File: src/rtl/rv_fan_thermal_ctrl_if.sv
// ---------------------------------------------------------------------------
// rv_fan_thermal_ctrl_if
// Register bus bundle for the thermal fan controller on the rv32
// peripheral bus.
//   adr : byte address (word index = adr[4:2])
//   cs  : chip select
//   rdy : bus ready / advance; writes and read captures happen only with rdy
//   we  : per-byte write enables
//   re  : read enable
//   dw  : write data
//   dr  : read data, valid the cycle after an accepted read
// The master drives the request side and the slave (the controller)
// returns dr.
// ---------------------------------------------------------------------------
`timescale 1ns/1ps
interface rv_fan_thermal_ctrl_if;
    logic [4:0]  adr;
    logic        cs;
    logic        rdy;
    logic [3:0]  we;
    logic        re;
    logic [31:0] dw;
    logic [31:0] dr;

    modport master (
        output adr, cs, rdy, we, re, dw,
        input  dr
    );

    modport slave (
        input  adr, cs, rdy, we, re, dw,
        output dr
    );
endinterface

File: src/rtl/rv_fan_thermal_ctrl.sv
// ---------------------------------------------------------------------------
// rv_fan_thermal_ctrl
// Closed-loop fan controller. Die-temperature samples from the sysmon
// conversion stream are box-averaged in groups of four; each new average
// drives a 5-level hysteretic FSM (COOL/LOW/MID/HIGH/CRIT) that picks the
// fan PWM duty. Entering CRIT raises a sticky alarm that software clears.
// Ports:
//   clk        : system clock
//   rst        : asynchronous active-high reset
//   bus        : register bus (slave modport)
//   eoc_i      : sysmon end-of-conversion strobe
//   channel_i  : sysmon channel of the current conversion
//   ad_data_i  : sysmon conversion result
//   fan_out_o  : registered PWM fan drive
//   alarm_o    : sticky over-temperature alarm
// Register map (word offsets):
//   0x00 CTRL   [0] auto_en, [15:8] manual_duty
//   0x04 TH_LO[15:0], TH_MID[31:16]
//   0x08 TH_HI[15:0], TH_CRIT[31:16]
//   0x0C HYST[15:0]
//   0x10 STATUS [2:0] state, [3] alarm (write 1 clears), [15:8] duty,
//               [31:16] filtered temperature
// ---------------------------------------------------------------------------
`timescale 1ns/1ps
module rv_fan_thermal_ctrl #(
    parameter logic [5:0]  TEMP_CH     = 6'd0,
    parameter int          PRESCALE_W  = 16,
    parameter logic [15:0] TH_LO_RST   = 16'h9000,
    parameter logic [15:0] TH_MID_RST  = 16'hA000,
    parameter logic [15:0] TH_HI_RST   = 16'hB000,
    parameter logic [15:0] TH_CRIT_RST = 16'hC000,
    parameter logic [15:0] HYST_RST    = 16'h0400,
    parameter logic [7:0]  DUTY_COOL   = 8'h00,
    parameter logic [7:0]  DUTY_LOW    = 8'h40,
    parameter logic [7:0]  DUTY_MID    = 8'h80,
    parameter logic [7:0]  DUTY_HIGH   = 8'hC0,
    parameter logic [7:0]  DUTY_CRIT   = 8'hFF
) (
    input  logic                    clk,
    input  logic                    rst,
    rv_fan_thermal_ctrl_if.slave    bus,
    input  logic                    eoc_i,
    input  logic [5:0]              channel_i,
    input  logic [15:0]             ad_data_i,
    output logic                    fan_out_o,
    output logic                    alarm_o
);

    localparam logic [2:0] ST_COOL = 3'd0;
    localparam logic [2:0] ST_LOW  = 3'd1;
    localparam logic [2:0] ST_MID  = 3'd2;
    localparam logic [2:0] ST_HIGH = 3'd3;
    localparam logic [2:0] ST_CRIT = 3'd4;

    localparam logic [2:0] W_CTRL   = 3'd0;
    localparam logic [2:0] W_TH01   = 3'd1;
    localparam logic [2:0] W_TH23   = 3'd2;
    localparam logic [2:0] W_HYST   = 3'd3;
    localparam logic [2:0] W_STATUS = 3'd4;

    // Software-visible configuration
    logic        autoEn_q;
    logic [7:0]  manualDuty_q;
    logic [15:0] thLo_q;
    logic [15:0] thMid_q;
    logic [15:0] thHi_q;
    logic [15:0] thCrit_q;
    logic [15:0] hyst_q;

    // Read pipeline
    logic        re1_q;
    logic [2:0]  adr1_q;
    logic [31:0] rdData;

    // Filter
    logic [17:0] acc_q;
    logic [1:0]  cnt_q;
    logic [15:0] filt_q;
    logic        upd_q;
    logic [17:0] filtSum;
    logic        tempSample;

    // FSM and alarm
    logic [2:0]  state_q;
    logic [2:0]  state_d;
    logic [2:0]  target;
    logic [15:0] thrCur;
    logic [15:0] thrFloor;
    logic        alarm_q;
    logic        alarm_d;
    logic        alarmClr;

    // PWM
    logic [PRESCALE_W-1:0] presc_q;
    logic [7:0]  pwmCnt_q;
    logic        fanOut_q;
    logic [7:0]  stateDuty;
    logic [7:0]  activeDuty;

    logic        wrAcc;
    logic [2:0]  wrWord;
    logic        unusedOk;

    assign wrAcc      = bus.cs && bus.rdy;
    assign wrWord     = bus.adr[4:2];
    assign tempSample = eoc_i && (channel_i == TEMP_CH);
    assign filtSum    = acc_q + {2'b00, ad_data_i};
    assign alarmClr   = wrAcc && (wrWord == W_STATUS) && bus.we[0] && bus.dw[3];
    assign unusedOk   = ^{bus.adr[1:0], filtSum[1:0]};

    // Configuration registers. Each byte lane is written on its own, so a
    // narrow store only touches the bytes it enables.
    always_ff @(posedge clk or posedge rst) begin
        if (rst) begin
            autoEn_q     <= 1'b1;
            manualDuty_q <= 8'h00;
            thLo_q       <= TH_LO_RST;
            thMid_q      <= TH_MID_RST;
            thHi_q       <= TH_HI_RST;
            thCrit_q     <= TH_CRIT_RST;
            hyst_q       <= HYST_RST;
        end else if (wrAcc) begin
            case (wrWord)
                W_CTRL: begin
                    if (bus.we[0]) autoEn_q     <= bus.dw[0];
                    if (bus.we[1]) manualDuty_q <= bus.dw[15:8];
                end
                W_TH01: begin
                    if (bus.we[0]) thLo_q[7:0]   <= bus.dw[7:0];
                    if (bus.we[1]) thLo_q[15:8]  <= bus.dw[15:8];
                    if (bus.we[2]) thMid_q[7:0]  <= bus.dw[23:16];
                    if (bus.we[3]) thMid_q[15:8] <= bus.dw[31:24];
                end
                W_TH23: begin
                    if (bus.we[0]) thHi_q[7:0]    <= bus.dw[7:0];
                    if (bus.we[1]) thHi_q[15:8]   <= bus.dw[15:8];
                    if (bus.we[2]) thCrit_q[7:0]  <= bus.dw[23:16];
                    if (bus.we[3]) thCrit_q[15:8] <= bus.dw[31:24];
                end
                W_HYST: begin
                    if (bus.we[0]) hyst_q[7:0]  <= bus.dw[7:0];
                    if (bus.we[1]) hyst_q[15:8] <= bus.dw[15:8];
                end
                default: ;
            endcase
        end
    end

    // Read request is registered on rdy; the data mux below then presents
    // the addressed word for the following cycle.
    always_ff @(posedge clk or posedge rst) begin
        if (rst) begin
            re1_q  <= 1'b0;
            adr1_q <= 3'd0;
        end else if (bus.rdy) begin
            re1_q  <= bus.re;
            adr1_q <= bus.adr[4:2];
        end
    end

    // Read data mux; unmapped words return zero.
    always_comb begin
        rdData = 32'h0;
        case (adr1_q)
            W_CTRL:   rdData = {16'h0, manualDuty_q, 7'h0, autoEn_q};
            W_TH01:   rdData = {thMid_q, thLo_q};
            W_TH23:   rdData = {thCrit_q, thHi_q};
            W_HYST:   rdData = {16'h0, hyst_q};
            W_STATUS: rdData = {filt_q, activeDuty, 4'h0, alarm_q, state_q};
            default:  rdData = 32'h0;
        endcase
    end

    assign bus.dr = re1_q ? rdData : 32'h0;

    // Box filter over four temperature samples. The fourth sample is folded
    // in directly so the average covers exactly four values, and upd flags
    // the fresh result for the FSM on the next cycle.
    always_ff @(posedge clk or posedge rst) begin
        if (rst) begin
            acc_q  <= 18'h0;
            cnt_q  <= 2'd0;
            filt_q <= 16'h0;
            upd_q  <= 1'b0;
        end else begin
            upd_q <= 1'b0;
            if (tempSample) begin
                if (cnt_q == 2'd3) begin
                    filt_q <= filtSum[17:2];
                    acc_q  <= 18'h0;
                    cnt_q  <= 2'd0;
                    upd_q  <= 1'b1;
                end else begin
                    acc_q <= filtSum;
                    cnt_q <= cnt_q + 2'd1;
                end
            end
        end
    end

    // Target level is the highest threshold the filtered value has reached.
    always_comb begin
        target = ST_COOL;
        if (filt_q >= thCrit_q)     target = ST_CRIT;
        else if (filt_q >= thHi_q)  target = ST_HIGH;
        else if (filt_q >= thMid_q) target = ST_MID;
        else if (filt_q >= thLo_q)  target = ST_LOW;
    end

    // Next state: climb straight to the target, but descend one level at a
    // time and only once the value drops below the current threshold minus
    // the hysteresis. The floor clamps at zero so a large hysteresis can
    // never wrap around and force a spurious step down.
    always_comb begin
        thrCur  = 16'h0;
        state_d = state_q;
        case (state_q)
            ST_LOW:  thrCur = thLo_q;
            ST_MID:  thrCur = thMid_q;
            ST_HIGH: thrCur = thHi_q;
            ST_CRIT: thrCur = thCrit_q;
            default: thrCur = 16'h0;
        endcase
        thrFloor = (thrCur > hyst_q) ? (thrCur - hyst_q) : 16'h0;
        if (upd_q) begin
            if (target > state_q) begin
                state_d = target;
            end else if ((state_q != ST_COOL) && (filt_q < thrFloor)) begin
                state_d = state_q - 3'd1;
            end
        end
    end

    // Alarm latches on entry to CRIT; a simultaneous software clear loses.
    always_comb begin
        alarm_d = alarm_q;
        if (alarmClr) alarm_d = 1'b0;
        if ((state_d == ST_CRIT) && (state_q != ST_CRIT)) alarm_d = 1'b1;
    end

    // FSM and alarm state registers.
    always_ff @(posedge clk or posedge rst) begin
        if (rst) begin
            state_q <= ST_COOL;
            alarm_q <= 1'b0;
        end else begin
            state_q <= state_d;
            alarm_q <= alarm_d;
        end
    end

    // Duty per FSM level; manual mode overrides the output only, the FSM
    // keeps tracking temperature underneath.
    always_comb begin
        stateDuty = DUTY_COOL;
        case (state_q)
            ST_LOW:  stateDuty = DUTY_LOW;
            ST_MID:  stateDuty = DUTY_MID;
            ST_HIGH: stateDuty = DUTY_HIGH;
            ST_CRIT: stateDuty = DUTY_CRIT;
            default: stateDuty = DUTY_COOL;
        endcase
        activeDuty = autoEn_q ? stateDuty : manualDuty_q;
    end

    // PWM: the 8-bit step counter advances once per prescaler wrap, and the
    // compare is registered. Duty changes are picked up at the next compare
    // without restarting the period.
    always_ff @(posedge clk or posedge rst) begin
        if (rst) begin
            presc_q  <= '0;
            pwmCnt_q <= 8'h00;
            fanOut_q <= 1'b0;
        end else begin
            presc_q <= presc_q + 1'b1;
            if (presc_q == '0) pwmCnt_q <= pwmCnt_q + 8'd1;
            fanOut_q <= (pwmCnt_q < activeDuty);
        end
    end

    assign fan_out_o = fanOut_q;
    assign alarm_o   = alarm_q;

endmodule

File: src/flat_wrapper.sv
// flat-port wrapper written by rule: the top's interface ports become plain ports
module rv_fan_thermal_ctrl_flat 
#(
    parameter logic [5:0]  TEMP_CH     = 6'd0,
    parameter int          PRESCALE_W  = 16,
    parameter logic [15:0] TH_LO_RST   = 16'h9000,
    parameter logic [15:0] TH_MID_RST  = 16'hA000,
    parameter logic [15:0] TH_HI_RST   = 16'hB000,
    parameter logic [15:0] TH_CRIT_RST = 16'hC000,
    parameter logic [15:0] HYST_RST    = 16'h0400,
    parameter logic [7:0]  DUTY_COOL   = 8'h00,
    parameter logic [7:0]  DUTY_LOW    = 8'h40,
    parameter logic [7:0]  DUTY_MID    = 8'h80,
    parameter logic [7:0]  DUTY_HIGH   = 8'hC0,
    parameter logic [7:0]  DUTY_CRIT   = 8'hFF
)
  (clk, rst, eoc_i, channel_i, ad_data_i, fan_out_o, alarm_o, bus_adr, bus_cs, bus_rdy, bus_we, bus_re, bus_dw, bus_dr);
  rv_fan_thermal_ctrl_if bus_i ();
  input  logic clk;
  input  logic rst;
  input  logic eoc_i;
  input  logic [5:0] channel_i;
  input  logic [15:0] ad_data_i;
  output logic fan_out_o;
  output logic alarm_o;
  input wire logic [$bits(bus_i.adr)-1:0] bus_adr;
  input wire logic [$bits(bus_i.cs)-1:0] bus_cs;
  input wire logic [$bits(bus_i.rdy)-1:0] bus_rdy;
  input wire logic [$bits(bus_i.we)-1:0] bus_we;
  input wire logic [$bits(bus_i.re)-1:0] bus_re;
  input wire logic [$bits(bus_i.dw)-1:0] bus_dw;
  output wire logic [$bits(bus_i.dr)-1:0] bus_dr;
  assign bus_i.adr = bus_adr;
  assign bus_i.cs = bus_cs;
  assign bus_i.rdy = bus_rdy;
  assign bus_i.we = bus_we;
  assign bus_i.re = bus_re;
  assign bus_i.dw = bus_dw;
  assign bus_dr = bus_i.dr;
  rv_fan_thermal_ctrl #(.TEMP_CH(TEMP_CH), .PRESCALE_W(PRESCALE_W), .TH_LO_RST(TH_LO_RST), .TH_MID_RST(TH_MID_RST), .TH_HI_RST(TH_HI_RST), .TH_CRIT_RST(TH_CRIT_RST), .HYST_RST(HYST_RST), .DUTY_COOL(DUTY_COOL), .DUTY_LOW(DUTY_LOW), .DUTY_MID(DUTY_MID), .DUTY_HIGH(DUTY_HIGH), .DUTY_CRIT(DUTY_CRIT)) u_core (.clk(clk), .rst(rst), .bus(bus_i), .eoc_i(eoc_i), .channel_i(channel_i), .ad_data_i(ad_data_i), .fan_out_o(fan_out_o), .alarm_o(alarm_o));
endmodule
File: config.mk
export PLATFORM = sky130hd
export DESIGN_NAME = rv_fan_thermal_ctrl_flat
export DESIGN_NICKNAME = d
export VERILOG_FILES = /design/src/rtl/rv_fan_thermal_ctrl_if.sv /design/src/rtl/rv_fan_thermal_ctrl.sv /design/src/flat_wrapper.sv
export SDC_FILE = /design/constraint.sdc
export NUM_CORES = 1
export LEC_CHECK = 0
export BUFFER_PORTS_ARGS = -buffer_cell sky130_fd_sc_hd__buf_2
export CAP_MARGIN = 20
export CORE_ASPECT_RATIO = 0.7
export CORE_UTILIZATION = 60
export CTS_CLUSTER_DIAMETER = 50
export DETAILED_ROUTE_END_ITERATION = 7
export PLACE_DENSITY = 0.81
export SETUP_SLACK_MARGIN = 0.3
export SLEW_MARGIN = 20
export SYNTH_ARGS = -nofsm -noshare
export SYNTH_HDL_FRONTEND = slang
export SYNTH_SLANG_ARGS = --single-unit
File: constraint.sdc
create_clock -name clk -period 6.5 [get_ports clk]
set_input_delay 0.325 -clock clk [delete_from_list [all_inputs] [get_ports clk]]
set_output_delay 0.325 -clock clk [all_outputs]
set_load 0.02 [all_outputs]
# == Word-level counts from Yosys, hierarchy flattened ==
# Cells that the tools add are included.
# classes
add_sub_neg,6
order_cmp,8
n_eq_ne,15
n_mux,19
n_reduce_logical,26
# ops
operator,n
32-bit case mux with 5 select lines,1
16-bit >= comparator,4
16-bit case mux with 4 select lines,1
3-bit AND reduction,12
32-bit 2-to-1 mux,1
8-bit case mux with 4 select lines,1
18-bit by 16-bit adder with 18-bit output,1
"3-bit by 2-bit equality test with 1-bit output, second input constant",6
18-bit 2-to-1 mux,1
3-bit 2-to-1 mux,6
"16-bit by 1-bit adder with 16-bit output, second input constant",1
16-bit > comparator,1
16-bit zero test,1
16-bit less-than comparator,1
16-bit 2-to-1 mux,1
16-bit subtractor,1
"3-bit equality test, second input constant",4
"3-bit by 1-bit equality test with 1-bit output, second input constant",3
"8-bit by 1-bit adder with 8-bit output, second input constant",1
8-bit less-than comparator,1
8-bit 2-to-1 mux,1
1-bit logical AND,7
3-bit zero test,2
6-bit zero test,1
other kinds (10),14
# word_totals
ff_bits,159
out_inout_bits,34

# == Longest topological paths before layout ==
# logic_depth
depth_word,12
depth_mapped,27

# == Worst setup path before layout ==
# No wires, ideal clock.
# synth_timing
kind,reg-to-reg
start,register u_core.state_q[0]
end,register u_core.alarm_q (netlist: u_core.alarm_o)
setup_time_ns,0.103
arrival_time_ns,5.649
required_ns,6.397
slack_ns,0.747
path_stages_with_launch,25
synth_period_minus_slack_ns,5.753
cell_sequence,dfrtp_1 > inv_1 > ha_1 > nor2b_1 > clkbuf_1 > clkbuf_1 > a221oi_1 > ha_1 > inv_1 > fa_1 > a211oi_1 > o21ai_2 > a41oi_2 > o21bai_1 > a21o_1 > a2111oi_0 > a41o_1 > o31ai_1 > ha_1 > and4_1 > or4b_1 > o31a_1 > nor3b_1 > a221o_1 > o41ai_2
# synth_between
elab_chain_cells,12
# synth_lines
element,line,rtl
from (decl),rv_fan_thermal_ctrl.sv:84,logic [2:0] state_q;
from (signal assigned),rv_fan_thermal_ctrl.sv:247,state_q <= state_d;
"3-bit equality test, or another cell as far along",rv_fan_thermal_ctrl.sv:217,case (state_q)
16-bit case mux with 4 select lines,rv_fan_thermal_ctrl.sv:217,
16-bit subtractor or 16-bit > comparator (tied branches),rv_fan_thermal_ctrl.sv:224,thrFloor = (thrCur > hyst_q) ? (thrCur - hyst_q) : 16'h0;
16-bit 2-to-1 mux,rv_fan_thermal_ctrl.sv:224,
16-bit less-than comparator,rv_fan_thermal_ctrl.sv:228,end else if ((state_q != ST_COOL) && (filt_q < thrFloor)) begin
1-bit logical AND,rv_fan_thermal_ctrl.sv:228,
3-bit 2-to-1 mux,rv_fan_thermal_ctrl.sv:228,
3-bit 2-to-1 mux (*),rv_fan_thermal_ctrl.sv:226,if (target > state_q) begin
3-bit 2-to-1 mux (*),rv_fan_thermal_ctrl.sv:225,if (upd_q) begin
named net u_core.state_d[1],rv_fan_thermal_ctrl.sv:85,logic [2:0] state_d;
3-bit equality test (*),rv_fan_thermal_ctrl.sv:238,if ((state_d == ST_CRIT) && (state_q != ST_CRIT)) alarm_d = 1'b1;
1-bit logical AND (*),rv_fan_thermal_ctrl.sv:238,
1-bit 2-to-1 mux or 2-bit nonzero test (tied branches),-,
to (signal assigned),rv_fan_thermal_ctrl.sv:248,alarm_q <= alarm_d;
to (decl),rv_fan_thermal_ctrl.sv:89,logic alarm_q;
# Mark *: on every way through the listed nets, which the timed path passes. The rest lies on a longest branch.
# A chain may end at the register's enable or synchronous reset.

# == Worst setup path after layout ==
# Ends and elaborated chain as after synthesis.

==> impl_metrics.ini <==
[sta]
max_freq_mhz = 168.9
worst_pin_slew_ps = 1087
finalHoldViolCount = 0
setup_ws_ps = 577.6
drv_slew = 0
rsz0062_at_grt = no
relSlewSlack_pct = 27.27
fin_crit_sh_pct = 91.11
setup_viol = 0
finClkSkew_ps = 11.45
whs_ps = 18.23
tns_ps = 0
finalCriticalPeriod_ps = 5922

[die]
ioPinCount = 103
dieArea_um2 = 19150
die_w_um = 165.0
start_util_pct = 61.61
core_region_area_um2 = 18110
rows = 41
dieHeight_um = 116.1

[routing]
ant_nets = 0
wl_met3_mm = 3.877
finalWirelength_mm = 31.71
vias = 9895
routedWlPerCell_um = 19.92
routed.top_layer = met4
dr_wl_met2_mm = 12.80
wl_met1_mm = 14.48
drcViolationCount = 0
drt_iter0_drc = 1106
via_per_inst = 6.215
drt_first_pass_iters = 5

[clocking]
cts_htree_levels = 4
cts_buffers = 17
cts.sinks = 159
cts.clk_slew.worst_paths_ps = 70
cts_hold_buf = 0
cts_tree = built
cts.path.max_buffers = 2
root_buffer = clkbuf_16
clk_latency_ps = 440

[finish]
n_antenna_cell = 0
area_growth_pct = 13.01
layout_common_cells = nand2_1 (164), dfrtp_1 (146), ha_1 (127)
drive_gt1_share_pct = 16.45
layoutNonFillerInstCount = 1592
nNetsFinal = 1545
layout_commonest_cell = nand2_1

[global_route]
grt_util_all_layers_pct = 34.71
antenna_found_initial = 0
globalRouteOverflowTotal = 0
grt_pass1_vias = 9242
grt_max_degree = 89
grt_pass1_wl_mm = 49.67

[synth]
synth_edf_count = 0
netlist_instances = 1254
netlist_area_um2 = 11160
synth_ff_type = dfrtp_1
synthArstFlopShare_pct = 100.0
synth_seq_cells = 159
seq_area_frac_synth_pct = 35.79
syn_area_per_cell_um2 = 8.897
synth_nets = 1455
synth.distinct_cells = 67
yosysWarnings = 0

[worst_setup_path]
timing.rr.start = u_core.state_q[0]
crit_path_start_kind = flop
worstPathRequired_ps = 6840
worst_ep_arrival_time_ps = 6260
path_class = reg -> reg
end_kind = flop
crit_start = u_core.state_q[0]
cp_max_fo = 7

[placement]
hpwl_mm = 24.02
dpl.cell_count = 1559
dpl_worst_slack_ps = 88.26
port_buffers = 100
gp_congestion = 0.9963

[hold_path]
hold_path_class = in -> async

[power]
vdd.ir_drop.worst_uv = 158.1
p_leak_nw = 6.246
finalPower_w = 0.003192
powerDensity_nw_per_um2 = 253.2

[flow_run]
maxCapViolations = 0

[run_status]
status = finished, final reports clean
==> cell usage after synthesis (all sizes together), types with 4 or more instances <==
| library cell | count | area share [%] |
|---|---|---|
| dfstp | 11 | 2.6 |
| a2111oi | 4 | 0.48 |
| a21o | 24 | 1.6 |
| mux4 | 9 | 1.8 |
| a22oi | 53 | 3.6 |
| ha | 130 | 15 |
| o21ai | 128 | 5.8 |
| and3 | 5 | 0.28 |
| a31oi | 9 | 0.50 |
| nor4 | 6 | 0.34 |
| dfrtp | 148 | 33 |
| clkbuf | 39 | 1.3 |
| nor3 | 22 | 0.99 |
| o31ai | 8 | 0.54 |
| and2 | 14 | 0.78 |
| and4 | 5 | 0.41 |
| o22ai | 8 | 0.45 |
| nor2 | 74 | 2.5 |
| a21oi | 68 | 3.1 |
| xnor2 | 33 | 2.6 |
| a211oi | 9 | 0.65 |
| nand3b | 4 | 0.27 |
| nor2b | 15 | 0.84 |
| nand4 | 13 | 0.73 |
| inv | 106 | 3.6 |
| o21a | 11 | 0.74 |
| nand2b | 9 | 0.50 |
| a22o | 13 | 1.0 |
| xor2 | 13 | 1.0 |
| mux2 | 28 | 2.8 |
| buf | 6 | 0.27 |
| nand2 | 164 | 5.5 |
| nand3 | 17 | 0.76 |
| o21bai | 6 | 0.40 |
==> routing by layer <==
layer / up-vias / track usage (%)
met5: - / 0
met4: 0 / 10.83
met3: 45 / 8.345
met2: 519 / 48.73
met1: 4681 / 52.42
li1: 4650 / -
==> state kept, by name, indices dropped and copies added, names as in the netlist <==
register,flops
u_core.upd_q,1
u_core.presc_q,16
u_core.autoEn_q,1
u_core.filt_q,16
u_core.cnt_q,2
u_core.pwmCnt_q,8
u_core.thMid_q,16
u_core.thCrit_q,16
u_core.state_q,3
u_core.manualDuty_q,8
u_core.acc_q,18
u_core.thHi_q,16
u_core.fan_out_o,1
u_core.re1_q,1
u_core.thLo_q,16
u_core.adr1_q,3
u_core.alarm_o,1
u_core.hyst_q,16
==> where the power goes <==
part | switching, W | leakage (nW) | internal (W)
combinational | 0.000503 | 4.01 | 0.000344
sequential | 0.000163 | 1.94 | 0.00116
clock | 0.000419 | 0.290 | 0.000606
total | 0.00109 | 6.25 | 0.00211
==> path summary, 6_finish.rpt <==
path / end / cells after the start / slack, ps
setup / recovery: u_core.alarm_o / 24 / 580
hold / removal: u_core.acc_q[13] / 2 / 20
setup reg to reg: u_core.alarm_o / 24 / 580
hold reg to reg: u_core.cnt_q[1] / 2 / 480
max in group asynchronous: u_core.state_q[0] / 3 / 5020
min in group clk: u_core.thCrit_q[7] / 3 / 100
==> final cells by class <==
cell class / instances / area [um2]
Clock buffer: 23 / 488.0
Multi-Input combinational cell: 943 / 6699
Inverter: 107 / 406.6
Timing Repair Buffer: 116 / 620.6
Fill cell: 1405 / 5500
Clock inverter: 8 / 103.9
Tap cell: 236 / 295.3
Sequential cell: 159 / 3995
==> through the flow <==
step	cell area [um2]	utilization [%]
2_1_floorplan	11160	-
3_3_place_gp	11900	65.74
3_5_place_dp	11910	65.75
4_1_cts	12510	69.06
5_1_grt	12610	69.63
6_report	12610	69.63
==> timing repair <==
action                     4_1_cts  5_1_grt
cloned                           0        0
hold endpoints to repair         0        0
pin swaps                        0        3
resized for setup                2       19
setup endpoints to repair        4        4
setup buffers                    0        2
==> worst max-delay path: stages (launching register included) <==
cell and delay [ps]:
dfrtp_2 460, ha_1 210, nor2b_1 160, buf_4 200, a22oi_1 270, nand2_1 90, ha_1 360, o21ai_1 140
o21ai_2 240, a41oi_4 160, o21bai_1 150, a21o_1 210, nand2_1 80, a21oi_1 190, buf_4 180, or3b_2 450
ha_1 300, nand2_1 70, a21oi_2 160, nor3_1 90, or4b_1 560, o31a_1 330, nor3b_1 150, a221o_1 350
o41ai_2 260
==> cells by family (layout without fill, tap and decap cells) <==
logic type	count (synthesis)	count (layout)	synth area share (%)
buffers and inverters	152	254	5.181
XOR/XNOR	46	46	3.611
AND/OR/NAND/NOR	364	364	15.05
AO/OA/AOI/OAI	364	364	20.79
adder cells (fa/ha/maj)	132	132	14.94
flip-flops	159	159	35.79
multiplexers	37	37	4.643
Power figures use the tool's default switching activity.
